File: src/rtl/pipe_adder.sv
// pipe_adder: valid/ready pipelined unsigned add/sub with optional saturation.
// Arithmetic resolves before the first register; later stages only delay the beat.
module pipe_adder #(
   parameter int WIDTH  = 8,
   parameter int STAGES = 2,
   parameter bit SAT    = 1'b0
) (
   input  logic             clk,
   input  logic             rstn,
   input  logic             in_valid,
   output logic             in_ready,
   input  logic [WIDTH-1:0] a,
   input  logic [WIDTH-1:0] b,
   input  logic             sub,
   output logic             out_valid,
   input  logic             out_ready,
   output logic [WIDTH-1:0] sum,
   output logic             carry,
   output logic             ovf
);

   logic [WIDTH:0]   w_raw;
   logic [WIDTH-1:0] w_res;
   logic             w_adv;

   logic [STAGES-1:0] r_vld;
   logic [STAGES-1:0] r_cy;
   logic [WIDTH-1:0]  r_sum [STAGES];

   // Raw (WIDTH+1)-bit result; bit WIDTH is carry on add, borrow on sub.
   always_comb begin
      w_raw = '0;
      if (sub) begin
         w_raw = {1'b0, a} - {1'b0, b};
      end else begin
         w_raw = {1'b0, a} + {1'b0, b};
      end
   end

   // Clamp to all-ones on add overflow or zero on sub borrow when saturating.
   always_comb begin
      w_res = w_raw[WIDTH-1:0];
      if (SAT && w_raw[WIDTH]) begin
         w_res = sub ? '0 : {WIDTH{1'b1}};
      end
   end

   assign out_valid = r_vld[STAGES-1];
   assign in_ready  = out_ready || !out_valid;
   assign w_adv     = in_ready;

   assign sum   = r_sum[STAGES-1];
   assign carry = r_cy[STAGES-1];
   assign ovf   = r_cy[STAGES-1];

   // Shift the whole pipeline on advance; hold every stage otherwise.
   always_ff @(posedge clk or negedge rstn) begin
      if (!rstn) begin
         r_vld <= '0;
         r_cy  <= '0;
         for (int i = 0; i < STAGES; i++) begin
            r_sum[i] <= '0;
         end
      end else if (w_adv) begin
         r_vld[0] <= in_valid;
         if (in_valid) begin
            r_sum[0] <= w_res;
            r_cy[0]  <= w_raw[WIDTH];
         end
         for (int i = 1; i < STAGES; i++) begin
            r_vld[i] <= r_vld[i-1];
            if (r_vld[i-1]) begin
               r_sum[i] <= r_sum[i-1];
               r_cy[i]  <= r_cy[i-1];
            end
         end
      end
   end

endmodule

File: config.mk
export PLATFORM = sky130hd
export DESIGN_NAME = pipe_adder
export DESIGN_NICKNAME = d
export VERILOG_FILES = /design/src/rtl/pipe_adder.sv
export SDC_FILE = /design/constraint.sdc
export NUM_CORES = 1
export LEC_CHECK = 0
export ABC_AREA = 1
export ABC_CLOCK_PERIOD_IN_PS = 1500
export CAP_MARGIN = 25
export CORE_ASPECT_RATIO = 1.25
export CORE_UTILIZATION = 52
export CTS_BUF_LIST = sky130_fd_sc_hd__clkbuf_4 sky130_fd_sc_hd__clkbuf_8
export DETAILED_ROUTE_END_ITERATION = 8
export PLACE_DENSITY = 0.86
export RECOVER_POWER = 50
export SYNTH_ARGS = -nofsm -noshare
export SYNTH_HDL_FRONTEND = slang
export SYNTH_SLANG_ARGS = --single-unit
export TNS_END_PERCENT = 1
File: constraint.sdc
create_clock -name clk -period 1.5 [get_ports clk]
set_clock_uncertainty 0.1 [all_clocks]
set_input_delay 0.3 -clock clk [delete_from_list [all_inputs] [get_ports clk]]
set_output_delay 0.3 -clock clk [all_outputs]
set_load 0.01 [all_outputs]
* Word level (Yosys, flattened, before mapping)
Index checks and enable logic that the tools add are counted.
** Cells by class
- Add/sub/neg operators :: 2
- Multiplexer cells :: 1
- Reduce and logical (&&, ||, !) cells :: 4
** Operators with widths (number)
- $add A8 B8 Y9 :: 1
- $mux W9 :: 1
- $sub A8 B8 Y9 :: 1
- $reduce_and A2 Y1 :: 2
- $logic_not A1 Y1 :: 1
- $logic_or A1 B1 Y1 :: 1
** Word-level totals
- Register bits after elaboration :: 20
- Bits of input ports :: 21
- Logic and storage cells :: 12

* Depth between registers and ports, before layout
Gate-level depths: netlist of run 1.
- Depth in word-level cells :: 3
- Gate-level depth with buffers :: 16

* Worst setup path after synthesis of run 1
No wires, ideal clock.
- Kind :: input -> register
- Start :: input b[0]
- End :: register r_sum[14] (netlist bit)
- Setup time :: 126 ps
- Data arrival time :: 1644 ps
- Data required time :: 1274 ps
- Slack :: -370 ps
- Stages on the path :: 13
- Path buffers :: 0
- Cells stage by stage :: inv_1 -> ha_1 -> inv_1 -> o21ai_0 -> fa_1 -> inv_1 -> nand2_1 -> nand2_1 -> nand3_1 -> nand2_1 -> nand2_1 -> nand3_1 -> o21ai_0
** Between the ends
- Longest elaborated chain between the ends :: 2
** RTL lines
- start: declaration :: RTL line 13 : input logic [WIDTH-1:0] b,
- $add A8 B8 Y9 / $sub A8 B8 Y9 (equally long branches) :: RTL line 36, 34
- $mux W9 * :: RTL line 33 : if (sub) begin
- end signal: indexed assignment :: RTL line 73 : r_sum[i] <= r_sum[i-1];
- end: declaration :: RTL line 28 : logic [WIDTH-1:0] r_sum [STAGES];
Every way passes the cells marked *; elsewhere a longest branch is shown, timed or not.
A chain may end at the register's enable or synchronous reset.

* Worst setup path in the final report of run 1
- Start :: input b[2]
- End :: register r_cy[0]
** Between the ends
- Longest elaborated chain between the ends :: 2
** RTL lines
- $add A8 B8 Y9 / $sub A8 B8 Y9 (equally long branches) :: RTL line 36, 34
- $mux W9 * :: RTL line 33
- end signal: assignment :: RTL line 68 : r_cy[0] <= w_raw[WIDTH];
- end signal: indexed assignment :: RTL line 74 : r_cy[i] <= r_cy[i-1];
- end: declaration :: RTL line 27 : logic [STAGES-1:0] r_cy;
Marked as above.

==> results of run 1 <==
-- per-stage QoR --
step / power [W] / std cells / setup slack (ns) / utilization / instance area (um^2)
6_report: 0.00228 / 276 / -0.362 / 0.893 / 2230
5_1_grt: 0.00237 / 276 / -0.424 / 0.893 / 2230
4_1_cts: 0.00209 / 274 / -0.182 / 0.858 / 2150
3_5_place_dp: 0.00180 / 261 / -1.10 / 0.772 / 1930
3_3_place_gp: 0.00172 / 261 / -1.02 / 0.772 / 1930
2_1_floorplan: 0.00145 / 188 / -0.249 / - / 1510
-- layout make-up --
| cell class | count | area, um^2 |
|---|---|---|
| inverter | 33 | 149 |
| sequential | 20 | 500 |
| clock buffer | 4 | 36.3 |
| fill | 108 | 268 |
| tap | 33 | 41.3 |
| timing repair buffer | 62 | 524 |
| multi-input combinational | 124 | 983 |
-- cell families (layout without fill, tap and decap cells) --
logic type / after synthesis / count (layout) / share of synthesized area
compound gates: 16 / 16 / 0.0580
xor+xnor: 6 / 6 / 0.0369
fa+ha+maj: 10 / 10 / 0.0932
buf+inv: 44 / 99 / 0.146
flops: 20 / 20 / 0.352
mux: 6 / 6 / 0.0580
simple gates: 86 / 86 / 0.256
-- state kept, by name, summed over array words and instances, names as in the netlist --
register / cells
r_sum: 8
sum: 8
r_cy: 2
r_vld: 2
-- layout by cell type, fill, tap and decap left out, types with 2 or more instances in the layout --
cell type,instances
or2_4,2
o21ai_1,4
nor2_2,4
dfrtp_1,20
ha_1,2
o21ai_0,8
nor2_4,3
clkbuf_2,4
mux2_4,4
clkdlybuf4s50_1,10
nand3b_1,2
nand2_4,6
inv_4,2
nand2_1,36
mux2_2,2
buf_6,4
clkbuf_4,3
buf_8,2
inv_1,22
nand2_2,10
nand3_1,8
ha_4,6
nor2_1,7
inv_2,7
buf_4,26
nand3_2,6
buf_2,2
dlygate4sd2_1,13
xor2_1,4
-- power groups by stage --
| stage | clock [W] | sequential, W | combinational [W] |
|---|---|---|---|
| 6_report | 0.000325 | 0.000810 | 0.00115 |
| 5_1_grt | 0.000345 | 0.000821 | 0.00121 |
| 4_1_cts | 0.000311 | 0.000806 | 0.000975 |
| 3_5_place_dp | 0 | 0.000822 | 0.000974 |
| 3_3_place_gp | 0 | 0.000798 | 0.000927 |
| 2_1_floorplan | 0 | 0.000794 | 0.000652 |
-- metal layers --
| metal | GRT usage | up-vias | wire [um] |
|---|---|---|---|
| li1 | - | 686 | - |
| met1 | 0.303 | 757 | 1810 |
| met2 | 0.698 | 146 | 2800 |
| met3 | 0.0351 | 47 | 370 |
| met4 | 0.248 | 0 | 398 |
| met5 | 0 | - | 0 |
-- worst max path at each step --
stage	startpoint	endpoint	slack, ns	depth (start not counted)
final	b[2]	r_cy[0]	-0.36	17
after global routing	b[0]	r_cy[0]	-0.42	17
after CTS	b[1]	r_sum[15]	-0.18	14
after detailed placement	b[1]	r_sum[13]	-1.10	13
after global placement	b[1]	r_sum[15]	-1.02	12
after floorplan	b[1]	r_sum[13]	-0.25	11
-- worst max-delay path, delay by kind of cell --
kind	cells	cell delay [ns]
and+or+nand+nor	13	1.15
buffers and inverters	3	0.22
adders and majority gates	1	0.30
-- timing repair --
action	in CTS	in global routing
gates resized for setup	78	34
hold buffers	0	0
setup endpoints to repair	20	8
setup buffers	9	2
cloned	0	0
pin swaps	42	20
==> impl_metrics.toml, run 1 <==
[setup_path]
crit_fanout = 3
critPathKind = "in -> reg"
crit_arrival_ns = 1.98
worstPathRequired_ns = 1.61
critPathSlowestCell = "ha_4"
critPathLaunchType = "input port"
r2r_setup_slack_ns = -0.03
cpMostUsedCell = "nand2_1"
r2r-start = "r_vld[1]"
max_stage_delay_ns = 0.30
path_cells = "buf_6 > inv_4 > nand3_4 > nor2_4 > nand3_2 > nand2_1 > nand2_1 > nand2_1 > inv_2 > ha_4 > nand2_4 > nor2_4 > nand3_2 > nand2_1 > nand2_1 > nand3_2 > nand2_1"
r2r_cells = 6
cp-end-kind = "flip-flop"
timing.rr.end = "sum[7]"

[place]
port-buffer-count = 32
dpl.hpwl_mm = 2.56
routabilityCongestion = 0.802

[power_and_ir_drop]
powerDensity_nw_per_um2 = 1020
leakage_nw = 1.14
comb_power_share = 0.503
internal_power_w = 0.00140
p_clk_frac = 0.142
pwr-share-seq = 0.355
swShare = 0.385
ir_drop_uv = 787
p_switching_w = 0.000880

[yosys]
postSynthAreaPerCell_um2 = 7.57
synth_top_area_cell = "dfrtp_1"
yosysSeqAreaShare = 0.352
synth_seq_cells = 20
synthCells = 188
synthTopCellsByCount = "nand2_1, inv_1, dfrtp_1"
synth_edf_count = 0
synth.area.top_cells = "dfrtp_1, nand2_1, inv_1, ha_1, nand3_1"
async_reset_ff_frac = 1.00
yosysMostFrequentCell = "nand2_1"
yosysUniqueCellTypes = 22
synth_top_cell_area_share = 0.352
synth_nets = 219
synth_flop_cell = "dfrtp_1"
yosys_warnings = 0
synth_area_um2 = 1420

[timing]
worstMarginPinSlew_ns = 0.498
fmax_ghz = 0.537
fin_crit_ns = 1.86
setup_viol = 9
fin_crit_sh = 1.24
timing.hold.ws_ns = 0.339
hold_violations = 0
relSlewSlack = 0.668
totalNegativeSetupSlack_ns = -1.97
rsz0062_at_grt = "yes"
fin_ws_ns = -0.362
maxSlewViolCount = 0

[clock_tree]
clk_root_buffer_cell = "clkbuf_4"
cts_tree = "yes"
clock_sinks = 20
cts_buffer_depth = 2
htreeDepth = 1
clkTransAtPathRegs_ns = 0.11
clkLatencyLatePin_ns = 0.32
numCtsBuffers = 3

[drt]
drc_errors = 0
wl_per_cell_um = 19.5
antenna_left = 0
vias_per_cell = 5.93
vias = 1636
firstDrtPassIters = 5
drt_iter0_drc = 99
wl_mm = 5.37

[min_path]
hp-start = "b[0]"
hp-class = "in -> reg"
holdPathStages = 4
hold_end = "r_sum[8]"

[global_routing]
grt_overflow = 0
grt_usage = 0.336
grt_pass1_wl_mm = 7.32
grt_max_degree = 21
antenna_found_initial = 0
grt_pass1_vias = 1647

[die]
ioPinCount = 33
die_h_um = 60.5
floorplan.initialDensity = 0.568
coreArea_um2 = 2500
dieArea_um2 = 2950
rows = 20
die_x_um = 48.8

[flow_run]
maxCapViolCount = 0

[cells_and_area]
drive_above_1_share = 0.436
syn2layout_area_growth_pct = 57.1
final_nets = 275
n_antenna_cell = 0

[outcome]
violations = "negative setup slack"
status = "finished with violations"
Power figures use the tool's default switching activity.
==> inputs of run 2 (changes only) <==
--- a/config.mk
+++ b/config.mk
@@ -7,7 +7,6 @@
 export LEC_CHECK = 0
 export ABC_AREA = 1
 export ABC_CLOCK_PERIOD_IN_PS = 1500
-export CAP_MARGIN = 25
 export CORE_ASPECT_RATIO = 1.25
 export CORE_UTILIZATION = 52
 export CTS_BUF_LIST = sky130_fd_sc_hd__clkbuf_4 sky130_fd_sc_hd__clkbuf_8
==> results of run 2 <==
Same layout as run 1: the final DEF is identical, and so are final timing and power.
==> inputs of run 3 (changes only) <==
--- a/config.mk
+++ b/config.mk
@@ -6,12 +6,13 @@
 export NUM_CORES = 1
 export LEC_CHECK = 0
 export ABC_AREA = 1
-export ABC_CLOCK_PERIOD_IN_PS = 1500
+export ABC_CLOCK_PERIOD_IN_PS = 2350
 export CORE_ASPECT_RATIO = 1.25
-export CORE_UTILIZATION = 52
+export CORE_UTILIZATION = 55
 export CTS_BUF_LIST = sky130_fd_sc_hd__clkbuf_4 sky130_fd_sc_hd__clkbuf_8
+export CTS_CLUSTER_DIAMETER = 80
 export DETAILED_ROUTE_END_ITERATION = 8
-export PLACE_DENSITY = 0.86
+export PLACE_DENSITY = 0.9
 export RECOVER_POWER = 50
 export SYNTH_ARGS = -nofsm -noshare
 export SYNTH_HDL_FRONTEND = slang
==> constraint.sdc (replaced) <==
create_clock -name clk -period 2.35 [get_ports clk]
set_clock_uncertainty 0.1 [all_clocks]
set_input_delay 0.47 -clock clk [delete_from_list [all_inputs] [get_ports clk]]
set_output_delay 0.47 -clock clk [all_outputs]
set_load 0.01 [all_outputs]
==> run 3 against run 2 <==
The flow now finishes without violations. Cell area is 14% lower. Sequential power down 36%. Wire length decreased by 39%. Worst hold slack improved by 0.078 ns. Register-to-register slack improved by 0.83 ns. Clock-buffer cell count did not move. Final cell count decreased by 4.7%. Die area decreased by 5.3%. Non-clock buffer count decreased by 13. Sequential share of layout area grew 3.8 points. Highest routed layer unchanged.
==> impl_metrics.toml, run 3 (same netlist as run 1, synthesis figures left out) <==
[drt]
vias_per_cell = 5.06
firstDrtPassIters = 5
wl_mm = 3.26
drt_iter0_drc = 27
vias = 1330
drc_errors = 0
antenna_left = 0
wl_per_cell_um = 12.4

[outcome]
status = "complete, no violations"

[timing]
fin_crit_sh = 0.951
relSlewSlack = 0.317
fin_crit_ns = 2.23
totalNegativeSetupSlack_ns = 0
rsz0062_at_grt = "no"
hold_violations = 0
fmax_ghz = 0.447
worstMarginPinSlew_ns = 1.02
maxSlewViolCount = 0
setup_viol = 0

[die]
dieArea_um2 = 2800
ioPinCount = 33
die_h_um = 58.9
floorplan.initialDensity = 0.580
coreArea_um2 = 2450
rows = 20
die_x_um = 47.5

[global_routing]
grt_pass1_wl_mm = 5.03
grt_max_degree = 21
antenna_found_initial = 0
grt_pass1_vias = 1247
grt_overflow = 0
grt_usage = 0.259

[setup_path]
cp-startpoint = "sub"
crit_fanout = 7
r2r_setup_slack_ns = 0.80
r2r_cells = 6
critPathKind = "in -> reg"
cpMostUsedCell = "nand3_1"
critPathSlowestCell = "clkdlybuf4s50_1"
timing.rr.end = "sum[5]"
cp-end-kind = "flip-flop"
max_stage_delay_ns = 0.47
critPathLaunchType = "input port"
r2r-start = "r_vld[1]"
crit_arrival_ns = 2.32
cp.depth = 11
worstPathRequired_ns = 2.44
critPathBufInv = 3
path_cells = "clkdlybuf4s50_1 > inv_1 > nand2_1 > xor2_1 > inv_1 > ha_1 > or2_1 > nand3_1 > nand3_1 > nand3_1 > o21ai_0"
cp_top_family = "buffers and inverters"

[clock_tree]
clk_root_buffer_cell = "clkbuf_4"
clkLatencyLatePin_ns = 0.30
numCtsBuffers = 3
cts_tree = "yes"
clkTransAtPathRegs_ns = 0.10
cts_buffer_depth = 2
clock_sinks = 20
htreeDepth = 1

[place]
port-buffer-count = 32
dpl.hpwl_mm = 2.34
routabilityCongestion = 0.911

[min_path]
hp-class = "reg -> reg"
holdPathStages = 1
hp-start = "sum[7]"
hold_end = "sum[7]"

[cells_and_area]
final_common_cell = "nand2_1"
syn2layout_area_growth_pct = 34.5
most-common-layout-cells = "nand2_1, inv_1, clkdlybuf4s50_1, dfrtp_1, buf_4"
utilization = 0.780
n_fill_cell = 165
ff_latch_area_um2 = 500
drive_above_1_share = 0.165
final_nets = 262
multi_input_area_um2 = 763
n_antenna_cell = 0

[power_and_ir_drop]
finalPower_w = 0.00133
powerDensity_nw_per_um2 = 697
ir_drop_uv = 333
leakage_nw = 1.02

[flow_run]
maxCapViolCount = 0
[run 3: cell types whose count changed in the layout (fill, tap and decap cells not counted), moves of 5 or more]
| cell | before | now |
|---|---|---|
| buf_4 | 26 | 15 |
| clkdlybuf4s50_1 | 10 | 28 |
| dlygate4sd2_1 | 13 | 0 |
| inv_1 | 22 | 30 |
| nand2_1 | 36 | 52 |
| nand2_2 | 10 | 0 |
| nand2_4 | 6 | 0 |
| nand3_1 | 8 | 13 |
| nor2_1 | 7 | 13 |
[run 3: worst max-delay path by stage]
| stage | end |
|---|---|
| 2_1_floorplan | r_sum[14] |
| 3_3_place_gp | r_sum[13] |
| 3_5_place_dp | r_sum[14] |
| 4_1_cts | r_sum[15] |
| 5_1_grt | r_sum[14] |
| 6_report | r_sum[14] |
[run 3: routing by layer]
| metal | up-vias | global-route usage | share of wire |
|---|---|---|---|
| met5 | - | 0 | 0 |
| met4 | 0 | 0.192 | 0.027 |
| met3 | 7 | 0.0552 | 0.032 |
| met2 | 49 | 0.474 | 0.58 |
| met1 | 614 | 0.231 | 0.36 |
| li1 | 660 | - | - |
[run 3: metrics by stage]
| step | hold slack [ns] | cells | cell area [um^2] | setup WS (ns) |
|---|---|---|---|---|
| after floorplan | 0.0744 | 188 | 1420 | 0.310 |
| after global placement | 0.366 | 256 | 1810 | -0.321 |
| after detailed placement | 0.370 | 256 | 1810 | -0.418 |
| after CTS | 0.382 | 260 | 1850 | 0.0207 |
| after global routing | 0.425 | 263 | 1910 | 0.00542 |
| final | 0.416 | 263 | 1910 | 0.115 |
[run 3: what timing repair did]
action / in CTS / in global routing
buffers inserted: 0 / 3
pin swaps: 0 / 6
gates resized for setup: 3 / 14
endpoints found under the setup margin: 6 / 7
hold buffers: 0 / 0
[run 3: layout make-up]
class,instances,area share
Clock buffer,4,0.0190
Inverter,33,0.0647
Multi-Input combinational cell,124,0.399
Sequential cell,20,0.262
Tap cell,33,0.0216
Timing Repair Buffer,49,0.234
[run 3: power breakdown]
group          total, W  internal (W)  switching (W)  leakage, nW
Combinational  0.000617      0.000339       0.000278        0.757
Sequential     0.000520      0.000453      0.0000668        0.244
Clock          0.000196     0.0000947       0.000102       0.0210
